--- src/rtl/if_fetch_queue.sv ---
// if_fetch_queue: decoupled instruction-fetch unit.
// Owns the fetch PC, issues one I-Cache read at a time, buffers returned
// instructions in a DEPTH-entry FIFO and hands the head to IF/ID through a
// valid/ready handshake. A redirect flushes the queue and, if a request is
// still outstanding, discards its response before fetching at the target.
// Optional feature macro: IF_MISS_CNT_EN (adds miss_cnt_o, a saturating
// count of responses returned with icache_hit=0).
module if_fetch_queue #(
    parameter int                ADDR_W   = 64,
    parameter int                IDX_W    = 12,
    parameter int                DEPTH    = 4,
    parameter logic [ADDR_W-1:0] RESET_PC = '0,
    parameter logic [31:0]       NOP_INST = 32'h0000_0013
) (
    input  logic              clk,
    input  logic              rst,
    input  logic              redirect_valid_i,
    input  logic [ADDR_W-1:0] redirect_addr_i,
    output logic [IDX_W-1:0]  icache_req_addr,
    output logic              icache_req_valid,
    output logic              icache_req_rw,
    input  logic [31:0]       icache_data_read,
    input  logic              icache_ready,
    input  logic              icache_hit,
    output logic              inst_valid_o,
    output logic [ADDR_W-1:0] inst_addr_o,
    output logic [31:0]       inst_o,
    input  logic              inst_ready_i,
    output logic              hold_flag_if_o
`ifdef IF_MISS_CNT_EN
    ,
    output logic [31:0]       miss_cnt_o
`endif
);

    localparam int PTR_W = (DEPTH > 1) ? $clog2(DEPTH) : 1;
    localparam int CNT_W = PTR_W + 1;
    localparam logic [CNT_W-1:0] FULL_CNT = CNT_W'(DEPTH);

    typedef enum logic [1:0] {
        S_FETCH = 2'd0,
        S_FULL  = 2'd1,
        S_DROP  = 2'd2
    } state_t;

    state_t             state_q, state_d;
    logic [ADDR_W-1:0]  pc_q, pc_d;
    logic [CNT_W-1:0]   count_q, count_d;
    logic [PTR_W-1:0]   head_q, head_d;
    logic [PTR_W-1:0]   tail_q, tail_d;
    logic [IDX_W-1:0]   drop_addr_q, drop_addr_d;
    logic               req_valid_q, req_valid_d;
    logic [IDX_W-1:0]   req_addr_q, req_addr_d;

    logic [ADDR_W-1:0]  addr_mem_q [DEPTH];
    logic [31:0]        inst_mem_q [DEPTH];

    logic               push;
    logic               pop;
    logic               not_empty;

    assign not_empty = (count_q != '0);

    // Next-state: redirect first, then per-state push/pop bookkeeping.
    always_comb begin
        state_d     = state_q;
        pc_d        = pc_q;
        count_d     = count_q;
        head_d      = head_q;
        tail_d      = tail_q;
        drop_addr_d = drop_addr_q;
        push        = 1'b0;
        pop         = 1'b0;

        if (redirect_valid_i) begin
            // Flush; the head is not consumed and any response is dropped.
            count_d = '0;
            head_d  = '0;
            tail_d  = '0;
            pc_d    = redirect_addr_i & ~ADDR_W'(3);
            case (state_q)
                S_FETCH: begin
                    if (icache_ready) begin
                        state_d = S_FETCH;
                    end else begin
                        state_d     = S_DROP;
                        drop_addr_d = pc_q[IDX_W+1:2];
                    end
                end
                S_FULL:  state_d = S_FETCH;
                // A stale response landing with the new redirect still
                // completes the drop, otherwise we would wait forever.
                S_DROP:  state_d = icache_ready ? S_FETCH : S_DROP;
                default: state_d = S_FETCH;
            endcase
        end else begin
            pop = not_empty & inst_ready_i;
            case (state_q)
                S_FETCH: push = icache_ready;
                S_FULL:  if (pop) state_d = S_FETCH;
                S_DROP:  if (icache_ready) state_d = S_FETCH;
                default: state_d = S_FETCH;
            endcase
            if (pop) begin
                head_d = head_q + PTR_W'(1);
            end
            if (push) begin
                tail_d = tail_q + PTR_W'(1);
                pc_d   = pc_q + ADDR_W'(4);
            end
            count_d = count_q + CNT_W'(push) - CNT_W'(pop);
            if (state_q == S_FETCH && count_d == FULL_CNT) begin
                state_d = S_FULL;
            end
        end

        // Request outputs are registered from the next-state values.
        req_valid_d = (state_d != S_FULL);
        req_addr_d  = (state_d == S_DROP) ? drop_addr_d : pc_d[IDX_W+1:2];
    end

    // Control state registers with synchronous reset.
    always_ff @(posedge clk) begin
        if (rst) begin
            state_q     <= S_FETCH;
            pc_q        <= RESET_PC;
            count_q     <= '0;
            head_q      <= '0;
            tail_q      <= '0;
            drop_addr_q <= '0;
            req_valid_q <= 1'b1;
            req_addr_q  <= RESET_PC[IDX_W+1:2];
        end else begin
            state_q     <= state_d;
            pc_q        <= pc_d;
            count_q     <= count_d;
            head_q      <= head_d;
            tail_q      <= tail_d;
            drop_addr_q <= drop_addr_d;
            req_valid_q <= req_valid_d;
            req_addr_q  <= req_addr_d;
        end
    end

    // FIFO storage; contents are qualified by count so no reset is needed.
    always_ff @(posedge clk) begin
        if (!rst && push) begin
            addr_mem_q[tail_q] <= pc_q;
            inst_mem_q[tail_q] <= icache_data_read;
        end
    end

    assign icache_req_valid = req_valid_q;
    assign icache_req_addr  = req_addr_q;
    assign icache_req_rw    = 1'b0;

    assign inst_valid_o   = not_empty;
    assign inst_addr_o    = not_empty ? addr_mem_q[head_q] : '0;
    assign inst_o         = not_empty ? inst_mem_q[head_q] : NOP_INST;
    assign hold_flag_if_o = ~not_empty & ~rst;

`ifdef IF_MISS_CNT_EN
    logic [31:0] miss_cnt_q, miss_cnt_d;

    // Count miss responses seen while a request is outstanding; saturating.
    always_comb begin
        miss_cnt_d = miss_cnt_q;
        if (state_q != S_FULL && icache_ready && !icache_hit && miss_cnt_q != 32'hFFFF_FFFF) begin
            miss_cnt_d = miss_cnt_q + 32'd1;
        end
    end

    // Miss counter register.
    always_ff @(posedge clk) begin
        if (rst) begin
            miss_cnt_q <= '0;
        end else begin
            miss_cnt_q <= miss_cnt_d;
        end
    end

    assign miss_cnt_o = miss_cnt_q;
`else
    // Hit status only feeds the miss counter.
    logic unused_hit;
    assign unused_hit = icache_hit;
`endif

endmodule
--- config.mk ---
export PLATFORM = sky130hd
export DESIGN_NAME = if_fetch_queue
export DESIGN_NICKNAME = d
export VERILOG_FILES = /design/src/rtl/if_fetch_queue.sv
export SDC_FILE = /design/constraint.sdc
export NUM_CORES = 1
export LEC_CHECK = 0
export ABC_AREA = 1
export CAP_MARGIN = 30
export CORE_MARGIN = 2
export CORE_UTILIZATION = 26
export CTS_CLUSTER_DIAMETER = 40
export DETAILED_ROUTE_END_ITERATION = 10
export PLACE_DENSITY = 0.44
export SETUP_SLACK_MARGIN = 0.4
export SLEW_MARGIN = 20
export SYNTH_ARGS = -nofsm -noshare
export SYNTH_HDL_FRONTEND = slang
export SYNTH_SLANG_ARGS = --single-unit
--- constraint.sdc ---
create_clock -name clk -period 7.3 [get_ports clk]
set_input_delay 0.73 -clock clk [delete_from_list [all_inputs] [get_ports clk]]
set_output_delay 0.73 -clock clk [all_outputs]
set_load 0.01 [all_outputs]
==> results of run 1 <==
flip-flops by register name, summed over array words and instances (netlist names), named ones only:
signal,flops
state_q,2
drop_addr_q,12
tail_q,2
icache_req_valid,1
addr_mem_q,248
head_q,2
inst_mem_q,128
pc_q,62
count_q,3
icache_req_addr,12
cells by family after synthesis:
logic type | count (synthesis) | share of synthesized area (%)
flip-flops | 474 | 63.9
adder cells (fa/ha/maj) | 8 | 0.519
AND/OR/NAND/NOR | 971 | 19.2
buffers and inverters | 262 | 4.86
XOR/XNOR | 8 | 0.338
AO/OA/AOI/OAI | 447 | 10.9
other | 1 | 0.0181
multiplexers | 6 | 0.289
synth_stat cells, types with 3 or more instances:
library cell	number	share of area, %
mux2i_1	6	0.29
inv_2	6	0.11
o21ai_0	248	6.0
dfxtp_1	98	9.5
nor3_1	12	0.29
nand3_1	80	1.9
buf_4	4	0.14
nor2_4	9	0.49
buf_2	8	0.19
nor2_2	8	0.24
nand2_1	300	5.4
a21oi_1	151	3.6
buf_1	12	0.22
o21ai_1	34	0.82
clkbuf_1	80	1.4
xor2_1	7	0.30
edfxtp_1	376	54
inv_1	151	2.7
nand4_1	11	0.33
nand2_2	5	0.15
ha_1	7	0.42
o311ai_0	3	0.13
nand2_4	6	0.33
a31oi_1	6	0.18
nor2_1	533	9.6
per-stage QoR:
step | power (mW) | cell area [µm²]
floorplan | 3.33 | 20800
global route | 7.96 | 26900
CTS | 7.78 | 26900
finish | 7.67 | 26900
global placement | 3.66 | 23900
detailed placement | 3.66 | 24000
metal layers:
metal	global-route usage [%]	vias up	routed length, µm
li1	-	7790	-
met1	21.1	7685	30100
met2	26.3	416	31200
met3	3.34	108	3590
met4	5.20	2	1700
met5	0	-	13
power breakdown:
| part | internal, mW | switching [mW] |
|---|---|---|
| Combinational | 0.224 | 0.316 |
| Sequential | 2.98 | 0.0788 |
| Clock | 2.69 | 1.38 |
area by class of cell:
type / instances / area share [%]
clock buffers: 102 / 8.44
clock inverters: 56 / 2.59
inverters: 158 / 2.22
multi-input cells: 1443 / 24.2
flip-flops and latches: 474 / 49.2
well taps: 1050 / 4.88
repair buffers: 225 / 8.41
final timing paths:
path	endpoint	slack, ns	depth (start not counted)
max	inst_addr_o[32]	2.32	7
max reg2reg	addr_mem_q[3][6]	3.00	8
min reg2reg	flip-flop	0.47	2
min	flip-flop	0.47	2
critical path: cells and delay by family, from the launching register on:
kind / cells / cell delay, ns
AOI/OAI and AO/OA: 2 / 0.48
buffers and inverters: 3 / 1.96
DFF: 1 / 0.90
and+or+nand+nor: 2 / 0.19
==> out/metrics.yaml, run 1 <==
routing:
  drc: 0
  wl_um: 66500
  drt-initial-drc-count: 935
  drtPass1Iterations: 5
  vias: 16000
  antenna_left: 0
  vias_per_cell: 4.56
  wl_per_cell_um: 19.0
clock_network:
  cts_hold_buf: 0
  clkLatencyLatePin_ns: 0.61
  clkTransAtPathRegs_ns: 0.05
  cts.sinks: 474
  h-tree-depth: 3
  post_cts_resized: 0
  clock_path_buffers: 3
  numCtsBuffers: 85
  cts_tree: "done"
  cts_root_buf: "clkbuf_16"
  post_cts_buffers: 0
sta:
  clock_skew_ns: 0.0173
  fin_crit_sh_pct: 68.3
  rsz0062_at_grt: "false"
  max_freq_mhz: 201
  maxSlewViolCount: 0
  fin_worst_hold_slack_ns: 0.468
  hold_viol_final: 0
  worst_pin_slew_ns: 0.934
  post-route-min-period_ns: 4.98
  max_slew_margin_pct: 37.7
  fin_ws_ns: 2.32
  tns_ns: 0
  setup_viol: 0
global_route:
  grt_max_degree: 95
  antenna_found_initial: 3
  grt_pass1_wl_um: 98900
  track_usage_pct: 16.0
  grt.overflow.total: 0
  grt_pass1_vias: 15800
place:
  io_buffers: 207
  dpl.cell_count: 3350
  dpl.hpwl_um: 41800
  gp_congestion: 0.856
  dp_worst_setup_slack_ns: 2.08
floorplan:
  row_count: 103
  ioPinCount: 214
  dieArea_um2: 82100
  die_h_um: 287
  initial_utilization_pct: 26.3
  die_w_um: 287
  coreArea_um2: 79000
critical_path:
  path_max_fanout: 75
  cp_slowest_stage_delay_ns: 0.90
  worstSetupPathType: "reg2out"
  crit_chain: "buf_4, buf_4, nor2_1, nor2_1, o21ai_0, a21oi_1, clkdlybuf4s50_1"
  required_ns: 6.57
  r2r-start: "state_q[1]"
  cp.arrival_ns: 4.25
  start_kind: "flip-flop"
  cp_slowest_cell: "dfxtp_4"
  worstSetupEndpointType: "primary output"
cells_and_area:
  finalNonFillerCells: 3508
  nets: 2497
  synthToLayoutAreaGrowth_pct: 29.8
  final_cell_mix: "nor2_1, edfxtp_1, nand2_1"
  fillCellCount: 7942
  drive_gt1_share_pct: 8.30
  num_antenna_cells: 0
  seq_area_um2: 13300
  final_common_cell: "nor2_1"
  multi_input_area_um2: 6530
  fin_util_pct: 34.1
logic_synthesis:
  syn_avg_cell_area_um2: 9.53
  synth-edff-count: 376
  yosysSeqAreaShare_pct: 63.9
  synth_cell_types: 39
  synth_seq_cells: 474
  synthFlopType: "edfxtp_1"
  syn_inst: 2177
  syn_area_um2: 20700
  synth-async-reset-ratio_pct: 0
  synth_warnings: 0
power_and_ir_drop:
  cellPowerDensity_nw_per_um2: 285
  p_leak_nw: 9.35
  ir_worst_vdd_uv: 166
status:
  status: "complete, no violations"
worst_hold_path:
  hold_class: "reg2reg"
  hold_start: "head_q[1]"
flow_run:
  drv_cap: 0
Power figures use the tool's default switching activity.
==> run 2: changes to the inputs <==
- PLACE_DENSITY: 0.44 -> 0.45
- clock period: 7.3 -> 4.14 ns (I/O delays scaled with it)
==> out/metrics.yaml, run 2 (synthesis results as in run 1) <==
cells_and_area:
  largest_register: "addr_mem_q"
  final_cell_area_um2: 27200  # +0.97%
  nets: 2519  # +0.88%
  final_common_cell: "nor2_1"
  largest_register_ffs: 248  # unchanged
  final_cell_mix: "nor2_1, edfxtp_1, nand2_1"
  reg_top3: "addr_mem_q x248, inst_mem_q x128, pc_q x62"
  fillCellCount: 7913  # -0.37%
  finalNonFillerCells: 3534  # +0.74%
  drive_gt1_share_pct: 9.59  # +1.3 points
  synthToLayoutAreaGrowth_pct: 31.1
global_route:
  grt_max_degree: 189  # +99%
  antenna_found_initial: 9  # +6
  grt_pass1_wl_um: 98200  # -0.77%
  track_usage_pct: 16.0  # -0.065 points
  grt_pass1_vias: 15800  # -0.31%
  grt.overflow.total: 0  # unchanged
place:
  postPlaceCellArea_um2: 24200  # +1.2%
  io_buffers: 207  # unchanged
  gp_congestion: 0.858  # +0.23%
  dpl.hpwl_um: 42900  # +2.7%
  dpl.cell_count: 3370  # +0.60%
routing:
  antenna_left: 0  # unchanged
  wl_per_cell_um: 18.7  # -1.6%
  drtPass1Iterations: 5  # unchanged
  drc: 0  # unchanged
  vias: 16100  # +0.50%
  drt-initial-drc-count: 1005  # +7.5%
  vias_per_cell: 4.55  # -0.24%
  wl_um: 66000  # -0.84%
sta:
  clock_skew_ns: 0.0343  # +0.0170 ns
  fin_crit_sh_pct: 84.4
  rsz0062_at_grt: "false"
  tns_ns: 0  # unchanged
  max_freq_mhz: 286
  hold_viol_final: 0  # unchanged
  worst_pin_slew_ns: 1.08  # +0.150 ns
  max_slew_margin_pct: 27.7  # -10 points
  setup_viol: 0  # unchanged
  maxSlewViolCount: 0  # unchanged
  post-route-min-period_ns: 3.49
  fin_worst_hold_slack_ns: 0.339  # -0.129 ns
critical_path:
  worstSetupEndpointType: "primary output"
  path_max_fanout: 188  # +150%
  cp.arrival_ns: 3.08  # -1.17 ns
  required_ns: 3.73  # -2.84 ns
  start_kind: "flip-flop"
  worstSetupPathType: "reg2out"
power_and_ir_drop:
  intPower_mw: 10.0  # +69%
  swShare_pct: 25.1  # +2.0 points
  cellPowerDensity_nw_per_um2: 491  # +72%
  p_seq_share_pct: 40.3  # +0.4 points
  power.switching_mw: 3.35  # +89%
  p_clk_share_pct: 52.3  # -0.8 points
  p_leak_nw: 9.50  # +1.6%
  pwr-share-comb_pct: 7.3  # +0.3 points
  ir_worst_vdd_uv: 269  # +62%
worst_hold_path:
  hold_class: "in2reg"
clock_network:
  numCtsBuffers: 87  # +2.4%
  clock_path_buffers: 3  # unchanged
  cts_tree: "done"
  post_cts_resized: 0  # unchanged
  post_cts_buffers: 0  # unchanged
  clkLatencyLatePin_ns: 0.64  # +0.03 ns
  cts_root_buf: "clkbuf_16"
  cts_hold_buf: 0  # unchanged
  clkTransAtPathRegs_ns: 0.05  # about the same
  cts.sinks: 474  # unchanged
  h-tree-depth: 3  # unchanged
floorplan:
  row_count: 103  # unchanged
  die_h_um: 287  # unchanged
  ioPinCount: 214  # unchanged
  coreArea_um2: 79000  # unchanged
  die_w_um: 287  # unchanged
  initial_utilization_pct: 26.3  # unchanged
  dieArea_um2: 82100  # unchanged
flow_run:
  drv_cap: 0  # unchanged
status:
  status: "complete, no violations"
run 2: cell types whose count changed in the layout (fill, tap and decap cells not counted), sizes merged:
cell and delta:
inv +12, diode +1, clkinvlp -4, buf +20
bufinv -8, clkinv +12, clkbuf -7
run 2: metal layers:
layer  global-route usage (%)  vias to the layer above  part of all wire [%]
li1                         -                     7852                     -
met1                     20.7                     7714                    44
met2                     26.4                      411                    47
met3                     3.40                       94                   5.9
met4                     5.58                       10                   2.5
met5                        0                        -                  0.10
run 2: final timing paths:
check | depth (start not counted) | endpoint | startpoint | slack (ns)
worst min-delay path | 3 | pc_q[14] | redirect_valid_i | 0.34
worst max register to register | 9 | addr_mem_q[0][12] | state_q[1] | 1.47
worst min register to register | 2 | drop_addr_q[4] | drop_addr_q[4] | 0.47
worst max-delay path | 6 | inst_addr_o[38] | flip-flop | 0.65
run 2: worst max-delay path, cell delays in order, from the launching register on:
cell,delay (ns)
dfxtp_4,0.37
buf_12,0.53
nor2_1,0.11
nor2_1,0.12
o21ai_0,0.09
a21oi_1,0.35
clkdlybuf4s50_1,0.61
run 2: layout make-up:
type                    count  area (µm²)  share of cell area [%]
repair buffers            245        2550                    9.36
well taps                1050        1310                    4.83
clock inverters            68         712                    2.62
clock buffers              95        2240                    8.23
inverters                 158         597                    2.19
diodes                      1        2.50                 0.00920
multi-input cells        1443        6530                    24.0
flip-flops and latches    474       13300                    48.7
run 2: metrics by stage:
step | power [mW] | setup WS, ns | utilization (%)
after floorplan | 5.87 | 0.179 | -
after global placement | 6.46 | 1.01 | 30.7
after detailed placement | 6.47 | 1.03 | 30.7
after CTS | 13.5 | 0.537 | 34.4
after global routing | 13.9 | 0.467 | 34.4
final | 13.3 | 0.645 | 34.4
run 2: power groups by stage:
stage          Combinational (mW)  Sequential [mW]  Clock [mW]
3_3_place_gp                0.992             5.47           0
4_1_cts                      1.00             5.38        7.15
6_report                    0.976             5.38        6.98
5_1_grt                      1.08             5.39        7.38
2_1_floorplan               0.448             5.42           0
3_5_place_dp                0.998             5.48           0
